==> config.mk <==
export PLATFORM = sky130hd
export DESIGN_NAME = a5_1_keystream_gen
export DESIGN_NICKNAME = d
export VERILOG_FILES = /design/src/rtl/a5_1_keystream_gen.sv
export SDC_FILE = /design/constraint.sdc
export NUM_CORES = 1
export LEC_CHECK = 0
export CAP_MARGIN = 20
export CORE_MARGIN = 4
export CORE_UTILIZATION = 40
export DETAILED_ROUTE_END_ITERATION = 12
export PLACE_DENSITY = 0.62
export SYNTH_ARGS = -nofsm -noshare
export SYNTH_HDL_FRONTEND = slang
export SYNTH_SLANG_ARGS = --single-unit
==> constraint.sdc <==
create_clock -name clk -period 5.1 [get_ports clk]
set_input_delay 1.02 -clock clk [delete_from_list [all_inputs] [get_ports clk]]
set_output_delay 1.02 -clock clk [all_outputs]
set_load 0.005 [all_outputs]
==> src/rtl/a5_1_keystream_gen.sv <==
// A5/1 keystream generator: three majority-clocked LFSRs (X 19b, Y 22b, Z 23b).
// After a key load it discards WARMUP steps, then packs keystream bits MSB-first
// into OUT_W-bit words that leave through a valid/ready handshake.
module a5_1_keystream_gen #(
    parameter int WARMUP = 100,
    parameter int OUT_W  = 8
) (
    input  logic             clk,
    input  logic             rst,
    input  logic             start,
    input  logic [63:0]      key,
    output logic             ks_valid,
    input  logic             ks_ready,
    output logic [OUT_W-1:0] ks_data,
    output logic             busy
);

    typedef enum logic [1:0] {IDLE, WARM, GEN, HOLD} state_t;

    // Last counter values; WARM_LAST is never consulted when WARMUP is zero.
    localparam logic [9:0] WARM_LAST = 10'(WARMUP - 1);
    localparam logic [5:0] LAST_BIT  = 6'(OUT_W - 1);

    state_t state_q, state_d;

    logic [18:0]      x_q;
    logic [21:0]      y_q;
    logic [22:0]      z_q;
    logic [9:0]       warm_cnt_q;
    logic [5:0]       bit_cnt_q;
    logic [OUT_W-1:0] asm_q;
    logic [OUT_W-1:0] asm_next;

    logic maj, ks_bit;
    logic x_fb, y_fb, z_fb;
    logic x_go, y_go, z_go;
    logic do_load, do_step, word_done;

    // Majority vote over the clocking bits, feedback taps and output bit.
    assign maj    = (x_q[8] & y_q[10]) | (x_q[8] & z_q[10]) | (y_q[10] & z_q[10]);
    assign ks_bit = x_q[18] ^ y_q[21] ^ z_q[22];
    assign x_fb   = x_q[18] ^ x_q[17] ^ x_q[16] ^ x_q[13];
    assign y_fb   = y_q[21] ^ y_q[20];
    assign z_fb   = z_q[22] ^ z_q[21] ^ z_q[20] ^ z_q[7];
    assign x_go   = do_step && (x_q[8]  == maj);
    assign y_go   = do_step && (y_q[10] == maj);
    assign z_go   = do_step && (z_q[10] == maj);

    // The assembly register shifts the new bit in at the LSB so the first bit
    // of a word ends up in the MSB.
    generate
        if (OUT_W == 1) begin : g_asm_one
            assign asm_next = ks_bit;
        end else begin : g_asm_wide
            assign asm_next = {asm_q[OUT_W-2:0], ks_bit};
        end
    endgenerate

    assign busy = (state_q != IDLE);

    // State register.
    always_ff @(posedge clk or posedge rst) begin
        // NOTE: clocked state uses non-blocking assignments so every register
        // samples pre-edge values regardless of statement order.
        if (rst) state_q <= IDLE;
        else     state_q <= state_d;
    end

    // Next-state decode; start overrides everything, including a pending accept.
    always_comb begin
        // NOTE: every output of this block gets a default first, so no path
        // leaves a signal unassigned and no latch is inferred.
        state_d   = state_q;
        do_load   = 1'b0;
        do_step   = 1'b0;
        word_done = 1'b0;
        if (start) begin
            do_load = 1'b1;
            state_d = (WARMUP == 0) ? GEN : WARM;
        end else begin
            case (state_q)
                IDLE: ;
                WARM: begin
                    do_step = 1'b1;
                    if (warm_cnt_q == WARM_LAST) state_d = GEN;
                end
                GEN: begin
                    do_step = 1'b1;
                    if (bit_cnt_q == LAST_BIT) begin
                        word_done = 1'b1;
                        state_d   = HOLD;
                    end
                end
                HOLD: if (ks_valid && ks_ready) state_d = GEN;
                default: state_d = IDLE;
            endcase
        end
    end

    // LFSRs, counters, word assembly and the output handshake register.
    always_ff @(posedge clk or posedge rst) begin
        if (rst) begin
            x_q        <= '0;
            y_q        <= '0;
            z_q        <= '0;
            warm_cnt_q <= '0;
            bit_cnt_q  <= '0;
            asm_q      <= '0;
            ks_data    <= '0;
            ks_valid   <= 1'b0;
        end else if (do_load) begin
            x_q        <= key[63:45];
            y_q        <= key[44:23];
            z_q        <= key[22:0];
            warm_cnt_q <= '0;
            bit_cnt_q  <= '0;
            asm_q      <= '0;
            ks_valid   <= 1'b0;
        end else begin
            if (x_go) x_q <= {x_q[17:0], x_fb};
            if (y_go) y_q <= {y_q[20:0], y_fb};
            if (z_go) z_q <= {z_q[21:0], z_fb};
            if (state_q == WARM) warm_cnt_q <= warm_cnt_q + 10'd1;
            if (state_q == GEN) begin
                asm_q     <= asm_next;
                bit_cnt_q <= word_done ? 6'd0 : bit_cnt_q + 6'd1;
            end
            if (word_done) begin
                ks_data  <= asm_next;
                ks_valid <= 1'b1;
            end else if (state_q == HOLD && ks_valid && ks_ready) begin
                ks_valid <= 1'b0;
            end
        end
    end

endmodule
==> results of run 1 <==
-- metal layers --
| metal | global-route usage [%] | share of wire [%] | vias up |
|---|---|---|---|
| met4 | 5.10 | 1.2 | 0 |
| met5 | 0 | 0 | - |
| met1 | 20.8 | 48 | 1574 |
| li1 | - | - | 1641 |
| met2 | 22.5 | 47 | 61 |
| met3 | 2.66 | 3.8 | 7 |
-- final cells by class --
cell class / count / area share (%)
sequential: 98 / 42.1
tap: 143 / 3.07
multi-input combinational: 307 / 35.1
clock buffer: 10 / 3.93
clock inverter: 6 / 1.55
timing repair buffer: 82 / 13.8
inverter: 7 / 0.494
-- flip-flops by register name, summed over array words and instances (netlist names) --
register / cells
ks_valid: 1
bit_cnt_q: 6
x_q: 19
y_q: 22
warm_cnt_q: 10
state_q: 2
ks_data: 8
asm_q: 7
z_q: 23
-- stage by stage --
step                      hold slack (ps)  utilization [%]  power, mW  instance area [um^2]
after floorplan                       479                -       1.95                  4640
after global placement                492             48.5       2.11                  5510
after detailed placement              496             48.5       2.14                  5510
after CTS                             512             51.3       2.87                  5830
after global routing                  532             51.3       3.03                  5830
final                                 508             51.3       2.83                  5830
-- path summary, 6_finish.rpt --
check / from / end / slack [ps] / cells after the start
worst max-delay path: state_q[0] / busy / 2540 / 4
worst min-delay path: ks_data[6] / ks_data[6] / 510 / 1
worst min register to register: ks_data[6] / ks_data[6] / 510 / 1
worst max register to register: state_q[0] / ks_data[3] / 2800 / 5
max in group asynchronous: rst / asm_q[1] / 2970 / 3
min in group asynchronous: rst / ks_data[3] / 1240 / 2
-- where the power goes --
| part | internal [mW] | leakage, nW | switching [mW] |
|---|---|---|---|
| logic | 0.516 | 1.20 | 0.488 |
| registers | 0.969 | 1.25 | 0.137 |
| clock network | 0.432 | 0.153 | 0.289 |
| total | 1.92 | 2.60 | 0.913 |
-- kinds of logic (layout without fill, tap and decap cells) --
group | count (synthesis) | in the layout | synth area share (%)
and+or+nand+nor | 121 | 121 | 11.6
AOI/OAI and AO/OA | 81 | 81 | 9.59
xor gates and xnor gates | 19 | 19 | 3.58
buffers and inverters | 33 | 105 | 3.34
muxes | 80 | 80 | 17.5
adders and majority gates | 6 | 6 | 1.62
DFF | 98 | 98 | 52.8
-- cells in the final DEF, fill, tap and decap left out, types with 2 or more instances in the layout --
cell type / n
mux2_2: 8
dfrtp_1: 98
or3_1: 5
bufinv_16: 2
a21oi_1: 7
xnor2_1: 9
clkbuf_16: 9
buf_4: 6
inv_1: 6
xor2_1: 10
ha_1: 6
o21ai_1: 14
mux2i_1: 72
nand3_1: 3
nor2_1: 18
nand2_1: 76
nand2b_1: 2
nor3_1: 3
clkdlybuf4s50_1: 76
o211ai_2: 2
o21ai_0: 52
nand4_1: 6
==> impl_metrics.csv, run 1 <==
group,metric,value,unit
worst_setup_path,cp_max_fo,4,
worst_setup_path,required,4080,ps
die,row_count,39,
cells_and_area,fin_cells,653,
sta,setup_viol,0,
synthesis,ys_ff_latch,98,
placed_design,gp_congestion,0.763,
synthesis,seq_area_frac_synth,52.8,%
synthesis,syn_area,4640,um^2
die,die_h,116,um
worst_setup_path,cp_common_cell,"inv_1",
synthesis,synth_area_leaders,"dfrtp_1 53%, mux2i_1 16%, nand2_1 6.1%, o21ai_0 5.6%, mux2_2 1.9%",
cells_and_area,regArea,2450,um^2
sta,post-route-period-util,50.3,%
clock_network,clock_path_buffers,2,
synthesis,async_flop_share,100,%
detailed_routing,drc_errors,0,
cells_and_area,drive_above_1_share,7.25,%
placed_design,place_ws,2460,ps
worst_setup_path,critPathArrivalTime,1540,ps
synthesis,synth_nets,512,
die,ioPinCount,78,
synthesis,synth_commonest_cells,"98 x dfrtp_1, 76 x nand2_1, 72 x mux2i_1",
synthesis,netlist_instances,438,
placed_design,dp_cells,637,
worst_setup_path,path_cells,"inv_1 -> ha_1 -> inv_1 -> clkdlybuf4s50_1",
placed_design,io_buffers,77,
worst_setup_path,path_buf_inv,3,
clock_network,post-cts-setup-buffers,0,
worst_setup_path,path_delay_family,"buffers and inverters",
sta,rsz0062_at_grt,"no",
sta,report.final.slew_viol_count,0,
cells_and_area,nNetsFinal,579,
sta,worst_slew_pin_slew,934,ps
hold_path,hold_path_class,"flip-flop to flip-flop",
synthesis,synth.distinct_cells,37,
grt,grt-ovfl-total,0,
die,core_area,11400,um^2
detailed_routing,ant_nets,0,
die,die_w,116,um
clock_network,clkLatencyLatePin,340,ps
power,ir_drop,0.000287,V
sta,finalWorstSetupSlack,2540,ps
synthesis,syn_area_per_cell,10.6,um^2
sta,hold_violations,0,
die,initial_utilization,40.8,%
synthesis,synthMostInstantiatedCell,"dfrtp_1",
power,cellPowerDensity,486,nW/um^2
cells_and_area,antenna_cells,0,
grt,grt_first_pass_wirelength,15800,um
synthesis,synth_edf_count,0,
grt,grt_use_total,14.6,%
grt,grt_pass1_vias,3390,
detailed_routing,initialDrtViolationCount,162,
clock_network,cts_root_buf,"clkbuf_16",
run_status,status,"finished clean",
sta,fin_worst_skew,10.1,ps
synthesis,synth_top_area_share,52.8,%
grt,grt_antenna_before_repair,0,
synthesis,ys.flop_type,"dfrtp_1",
sta,max_freq,390,MHz
clock_network,cts_tree,"built",
clock_network,post_cts_resize_count,0,
clock_network,numCtsBuffers,9,
job,max_cap_violations,0,
detailed_routing,wl,8950,um
synthesis,ys_warn_count,0,
die,die_area,13400,um^2
clock_network,cts.htree.levels,3,
detailed_routing,post_drt_wl_per_cell,13.7,um
cells_and_area,area_growth,25.5,%
sta,maxSlewHeadroom,37.7,%
worst_setup_path,critPathSlowestCell,"clkdlybuf4s50_1",
worst_setup_path,worst-setup-path-type,"flip-flop to output pin",
cells_and_area,fillers,1053,
worst_setup_path,cp-start-kind,"flip-flop",
clock_network,cts_sinks,98,
synthesis,yosysTopAreaCell,"dfrtp_1",
worst_setup_path,end_kind,"output pin",
worst_setup_path,cpPeakStageDelay,490,ps
placed_design,place_hpwl,6180,um
sta,min_period,2560,ps
clock_network,path_clk_slew,70,ps
sta,fin_tns_setup,0,ps
cells_and_area,multiInputGateArea,2040,um^2
detailed_routing,num_vias,3283,
clock_network,ctsHoldBuffers,0,
detailed_routing,viasPerCell,5.03,
power,leakage,2.60,nW
grt,grt_max_degree,85,
detailed_routing,dr.pass1.iters,4,
No activity file was read; power rests on OpenSTA's default activity.
==> run 2: changes to the inputs <==
==> constraint.sdc (replaced) <==
create_clock -name clk -period 2.5 [get_ports clk]
set_input_delay 0.5 -clock clk [delete_from_list [all_inputs] [get_ports clk]]
set_output_delay 0.5 -clock clk [all_outputs]
set_load 0.005 [all_outputs]
==> run 2 against run 1 <==
  * Clock power up 110%
  * Utilization up 0.57 points
  * Flip-flop and latch count unchanged
  * Clock skew down 2.8 ps
  * Sequential power up 100%
  * Critical endpoint is now y_q[13]
  * Largest cell class unchanged
  * Highest routed layer unchanged
==> impl_metrics.csv, run 2 (same netlist as run 1, synthesis figures left out) <==
group,metric,value,unit
run_status,status,"finished clean",
cells_and_area,regMostFlops,"z_q",
detailed_routing,viasPerCell,5.01,
sta,fin_tns_setup,0,ps
worst_setup_path,worst-setup-path-type,"flip-flop to flip-flop",
placed_design,place_hpwl,6430,um
clock_network,cts_sinks,98,
grt,grt_first_pass_wirelength,15400,um
clock_network,clock_path_buffers,2,
die,row_count,39,
detailed_routing,post_drt_wl_per_cell,13.9,um
cells_and_area,antenna_cells,0,
clock_network,cts_root_buf,"clkbuf_16",
die,die_h,116,um
cells_and_area,reg_top3,"z_q (23), y_q (22), x_q (19)",
sta,min_period,2080,ps
sta,fin_worst_skew,7.31,ps
job,max_cap_violations,0,
cells_and_area,area_growth,26.9,%
cells_and_area,nNetsFinal,584,
clock_network,numCtsBuffers,9,
grt,grt_use_total,14.3,%
detailed_routing,num_vias,3290,
sta,max_freq,481,MHz
worst_setup_path,cp-start-kind,"flip-flop",
cells_and_area,drive_above_1_share,7.98,%
sta,maxSlewHeadroom,42.1,%
power,leakage,2.63,nW
clock_network,cts.htree.levels,3,
cells_and_area,fillers,1031,
worst_setup_path,cp_max_fo,14,
sta,setup_viol,0,
die,ioPinCount,78,
detailed_routing,initialDrtViolationCount,177,
die,core_area,11400,um^2
die,die_w,116,um
sta,report.final.slew_viol_count,0,
grt,grt_pass1_vias,3321,
power,ir_drop,0.000522,V
clock_network,ctsHoldBuffers,0,
worst_setup_path,required,2700,ps
worst_setup_path,critPathArrivalTime,2280,ps
placed_design,gp_congestion,0.759,
sta,worst_slew_pin_slew,865,ps
cells_and_area,largest_reg_flops,23,
grt,grt-ovfl-total,0,
die,die_area,13400,um^2
clock_network,cts_tree,"built",
power,cellPowerDensity,1000,nW/um^2
sta,post-route-period-util,83.2,%
die,initial_utilization,40.8,%
worst_setup_path,end_kind,"flip-flop",
clock_network,post-cts-setup-buffers,0,
clock_network,post_cts_resize_count,0,
detailed_routing,drc_errors,0,
placed_design,io_buffers,77,
cells_and_area,most-common-layout-cells,"98 x dfrtp_1, 76 x nand2_1, 76 x clkdlybuf4s50_1",
sta,hold_violations,0,
clock_network,path_clk_slew,70,ps
hold_path,hold_path_class,"flip-flop to flip-flop",
sta,rsz0062_at_grt,"no",
grt,grt_antenna_before_repair,0,
detailed_routing,dr.pass1.iters,5,
cells_and_area,layout_commonest_cell,"dfrtp_1",
grt,grt_max_degree,99,
detailed_routing,ant_nets,0,
detailed_routing,wl,9130,um
clock_network,clkLatencyLatePin,330,ps
sta,timing.hold.ws,505,ps
-- run 2: metrics by stage --
stage	total power, mW	setup slack (ps)	area [um^2]	instances	utilization, %
after floorplan	3.97	686	4650	438	-
after global placement	4.36	507	5560	642	48.9
after detailed placement	4.42	387	5560	642	48.9
after CTS	5.98	380	5890	657	51.8
after global routing	6.27	259	5890	657	51.8
final	5.90	420	5890	657	51.8
-- run 2: power by group --
group / internal, mW / switching (mW) / total (mW)
sequential: 1.98 / 0.273 / 2.25
combinational: 1.09 / 1.03 / 2.12
clock: 0.973 / 0.565 / 1.54
-- run 2: cell type report --
cell class	count	area (um^2)	share of cell area, %
clock buffer	10	229	3.89
clock inverter	5	104	1.76
inverter	7	30.0	0.510
multi-input combinational	307	2040	34.7
sequential	98	2450	41.6
tap	143	179	3.04
timing repair buffer	87	856	14.5
-- run 2: critical path, cell delays in order, from the launching register on --
cell and delay, ps:
dfrtp_1 430, nand2b_1 210, o211ai_2 700, buf_4 290
mux2i_1 220, o21ai_0 100
-- run 2: final timing paths --
kind	endpoint	from	slack [ps]	depth (start not counted)
max reg2reg	y_q[13]	y_q[10]	420	5
max in group asynchronous	state_q[0]	rst	1430	3
min	ks_data[5]	ks_data[5]	510	1
max	y_q[13]	y_q[10]	420	5
min reg2reg	ks_data[5]	ks_data[5]	510	1
min in group asynchronous	x_q[2]	rst	640	3
-- run 2: per-layer routing --
metal  part of all wire, %  vias to the layer above  global-route usage [%]
li1                      -                     1655                       -
met1                    47                     1564                    19.2
met2                    48                       66                    23.1
met3                   4.2                        5                    3.97
met4                  0.80                        0                    3.40
met5                     0                        -                       0
==> patch 1 (flow settings as in run 2) <==
One comparison of `bit_cnt_q` changes from == to >=.
--- a/src/rtl/a5_1_keystream_gen.sv
+++ b/src/rtl/a5_1_keystream_gen.sv
@@ -88,3 +88,3 @@
                     do_step = 1'b1;
-                    if (bit_cnt_q == LAST_BIT) begin
+                    if (bit_cnt_q >= LAST_BIT) begin
                         word_done = 1'b1;
Formal check against the unedited RTL: same outputs for any inputs over 10 cycles, from zero or initial values and one cycle with rst high; that may be too few to reach the edited logic, so the function may still have changed.
==> patch 1 against run 2 <==
Design area shrank 2.1%; area after synthesis decreased by 0.32%; register-to-register slack improved by 0.12 ns; power decreased by 6.3%; routed wire length is 5.4% lower; via count is 3.5% lower; fmax increased by 2.0%; clock skew fell by 0.0033 ns; setup slack improved by 0.040 ns; combinational power decreased by 3%; non-clock buffer count is 4 lower; sequential cell count did not move; highest routed layer unchanged.
==> patch 1: results (changes against run 2) <==
- Status: finished clean
- Post-synthesis cell type count: 38 (+2.7%)
- Detail Placement HPWL: 6110 um (-5.0%)
- Wire per inst: 13.4 um (-3.8%)
- Largest net degree at the start of global routing: 130 (+31%)
- Leakage: 2.56 nW (-2.8%)
- WP data arrival: 1.54 ns (-0.74 ns)
- DP Area: 0.00551 mm2 (-0.90%)
- Iteration-0 DRC Markers: 94 (-47%)
- Minimum hold slack: 0.489 ns (-0.0167 ns)
- Drt total wl: 8630 um (-5.4%)
- Pre-antenna DRT Iters: 4 (-1)
- Layout cells sized above 1: 0.0517 (-0.0281)
- Flop-to-flop setup slack: 0.54 ns (+0.12 ns)
- GP Congestion: 0.780 (+2.7%)
- Synth top area cells: dfrtp_1 53%, mux2i_1 16%, nand2_1 6.0%, o21ai_1 5.7%, mux2_1 1.9%
- GRT Resource Usage Total: 0.140 (-0.00206)
- Final Skew: 0.00403 ns (-0.00328 ns)
- Mapped Nets: 507 (-0.98%)
- Dpl cells: 633 (-1.4%)
- Worst setup margin: 0.460 ns (+0.0404 ns)
- Post-Place Setup Slack: 0.509 ns (+0.122 ns)
- Syn Inst Count: 433 (-1.1%)
- Critical path fanouts, max: 4 (-10)
- First-pass GRT wire length: 15,200 um (-1.6%)
- Vias in the first global route: 3,194 (-3.8%)
- Number of vias per cell: 4.91 (-1.9%)
-- patch 1: final timing paths --
path | from | end
worst min register to register | ks_data[7]$_DFFE_PP0P_ | ks_data[7]$_DFFE_PP0P_
worst max-delay path | state_q[0]$_DFFE_PP0P_ | busy
worst min-delay path | ks_data[7]$_DFFE_PP0P_ | ks_data[7]$_DFFE_PP0P_
min in group asynchronous | rst | ks_data[3]$_DFFE_PP0P_
worst max register to register | bit_cnt_q[0]$_DFFE_PP0P_ | ks_data[5]$_DFFE_PP0P_
max in group asynchronous | rst | z_q[20]$_DFFE_PP0P_
-- patch 1: kinds of logic after synthesis --
| logic type | after synthesis | synth area share |
|---|---|---|
| flops | 98 | 0.530 |
| xor+xnor | 16 | 0.0303 |
| mux | 82 | 0.180 |
| fa+ha+maj | 6 | 0.0162 |
| buf+inv | 31 | 0.0370 |
| compound gates | 79 | 0.0946 |
| simple gates | 121 | 0.112 |
-- patch 1: critical path: stages (launching register included) --
cell             delay [ns]
dfrtp_1                0.40
inv_1                  0.08
ha_1                   0.19
inv_1                  0.05
clkdlybuf4s50_1        0.49
-- patch 1: power breakdown --
group	switching (mW)	internal, mW
clock	0.523	0.713
combinational	0.990	1.06
sequential	0.276	1.97
-- patch 1: routing by layer --
layer  global-route usage  vias up  part of all wire
li1                     -     1620                 -
met1                0.205     1492              0.49
met2                0.209       56              0.45
met3               0.0381        6             0.044
met4               0.0329        0            0.0086
met5                    0        -                 0
-- patch 1: final cells by class --
cell class | instances | area (um2)
Fill cell | 1070 | 5600
Sequential cell | 98 | 2450
Multi-Input combinational cell | 304 | 2010
Timing Repair Buffer | 83 | 851
Clock buffer | 13 | 260
Tap cell | 143 | 179
Inverter | 5 | 22.5
==> patch 2 (settings of run 2) <==
Made on the original files. Set the parameter `OUT_W` to 9 (it was 8).
--- a/src/rtl/a5_1_keystream_gen.sv
+++ b/src/rtl/a5_1_keystream_gen.sv
@@ -5,3 +5,3 @@
     parameter int WARMUP = 100,
-    parameter int OUT_W  = 8
+    parameter int OUT_W  = 9
 ) (
Interface: changed (resized ks_data); port bits go from 78 to 79. No check against the original RTL was run, so the function may have changed too.
==> patch 2 against run 2 <==
Clock skew decreased by 0.00092 ns; via count up 1.9%; power is 1.3% higher; critical path depth decreased by 1; combinational power grew 4%; fmax is 0.50% lower; clock power fell by 5%; sequential cell count is 2 higher; setup slack worse by 0.010 ns; design area rose by 2.2%; area after synthesis is 4.0% higher; routed wire length increased by 4.9%.
==> patch 2: results (changes against run 2) <==
- Area share of fa/ha/maj cells after synthesis: 0.0181 (+0.00197)
- M1 GR Usage: 0.199 (+0.00723)
- Final #Nets: 596 (+2.1%)
- DP Area: 0.00571 mm2 (+2.7%)
- Syn Inst Count: 455 (+3.9%)
- Switch Pwr: 1.95 mW (+4.2%)
- M3 GR Usage: 0.0365 (-0.00317)
- Clock slew at reported path FFs: 0.07 ns (about the same)
- Layout cells sized above 1: 0.0817 (+0.00198)
- Wire per inst: 14.3 um (+3.0%)
- Iteration-0 DRC Markers: 165 (-6.8%)
- Post-synthesis mux area share: 0.172 (-0.00207)
- Worst setup margin: 0.410 ns (-0.0104 ns)
- WP data arrival: 1.59 ns (-0.69 ns)
- Dpl cells: 653 (+1.7%)
- GP Congestion: 0.735 (-3.1%)
- Largest stage delay on the critical path: 0.49 ns (-0.21 ns)
- Minimum hold slack: 0.506 ns (+0.000316 ns)
- Peak supply drop: 0.467 mV (-11%)
- Leakage: 2.68 nW (+1.8%)
- Met2 Resource Use GR: 0.228 (-0.00292)
- Synth cell count leaders: 100 x dfrtp_1, 73 x nand2_1, 72 x mux2i_1, 36 x o21ai_0, 30 x o21ai_1
- Diodes inserted: 0 (unchanged)
- Critical path fanouts, max: 4 (-10)
- Status: finished clean
- Via count: 3,351 (+1.9%)
- Pre-antenna DRT Iters: 4 (-1)
- Compound-Gate Fraction of Synth Area: 0.0979 (+0.00200)
- GRT Resource Usage Total: 0.145 (+0.00243)
- Non-Filler Instances: 669 (+1.8%)
- Sequential share of power: 0.384 (+0.003)
- Final Skew: 0.00638 ns (-0.000921 ns)
- First-pass GRT wire length: 16,900 um (+9.5%)
- Setup tns final: 0 ns (unchanged)
- Clk pwr share: 0.246 (-0.014)
- Port bufs: 78 (+1.3%)
- Worst rel slew slack: 0.377 (-0.0441)
- Vias in the first global route: 3,532 (+6.4%)
- Mapped Nets: 530 (+3.5%)
- Post-Synth XOR/XNOR Area: 0.0344 (-0.00138)
- Crit path max-delay family: buffers and inverters
- Post-CTS setup buffers: 0 (unchanged)
- Post-Place Setup Slack: 0.418 ns (+0.0305 ns)
- Hold crit path type: reg2reg
- Largest net degree at the start of global routing: 101 (+2.0%)
- Worst path slowest cell: clkdlybuf4s50_1
- Clock net power: 1.47 mW (-5%)
- Detail Placement HPWL: 6560 um (+2.1%)
- Post-synthesis cell type count: 41 (+11%)
- Sequential share of the synthesized area: 0.518 (-0.0100)
- Synth top area cells: dfrtp_1 52%, mux2i_1 15%, nand2_1 5.7%, o21ai_0 3.7%, o21ai_1 3.1%
==> patch 2: cell count changes after synthesis, moves of 3 or more <==
cell	before	now
nand2_1	76	73
buf_4	4	1
nor2_1	18	25
o21ai_1	14	30
buf_2	1	5
o21ai_0	52	36
nand3_1	3	6
==> patch 2: final cells by class <==
cell class,instances,area (um2)
Sequential cell,100,2500
Multi-Input combinational cell,317,2140
Clock inverter,5,83.8
Clock buffer,11,233
Inverter,8,33.8
Fill cell,1061,5590
Timing Repair Buffer,85,856
Tap cell,143,179
==> patch 2: worst paths after layout <==
path                                   startpoint                        end  depth (start not counted)
min in group asynchronous                     rst  warm_cnt_q[8]$_DFFE_PP0P_                          3
hold / removal             ks_data[3]$_DFFE_PP0P_     ks_data[3]$_DFFE_PP0P_                          1
setup / recovery           state_q[0]$_DFFE_PP0P_                       busy                          4
hold reg to reg            ks_data[3]$_DFFE_PP0P_     ks_data[3]$_DFFE_PP0P_                          1
max in group asynchronous                     rst     ks_data[8]$_DFFE_PP0P_                          3
setup reg to reg           state_q[0]$_DFFE_PP0P_         z_q[2]$_DFFE_PP0P_                          6
==> patch 2: worst register-to-register path, stage by stage (launching register included) <==
cell and delay [ns]:
dfrtp_1 0.40, inv_1 0.09, ha_1 0.46, o211ai_2 0.42, buf_12 0.31, mux2i_1 0.14, o21ai_0 0.10
==> patch 2: cells by family (layout without fill, tap and decap cells) <==
group	count (synthesis)	count (layout)
adders and majority gates	7	7
and+or+nand+nor	127	127
AOI/OAI and AO/OA	82	82
DFF	100	100
buffers and inverters	38	109
xor gates and xnor gates	19	19
muxes	82	82
==> patch 2: per-layer routing <==
layer,part of all wire,routed length [um]
met5,0,0
met2,0.48,4600
met4,0.013,128
met3,0.033,319
met1,0.47,4530
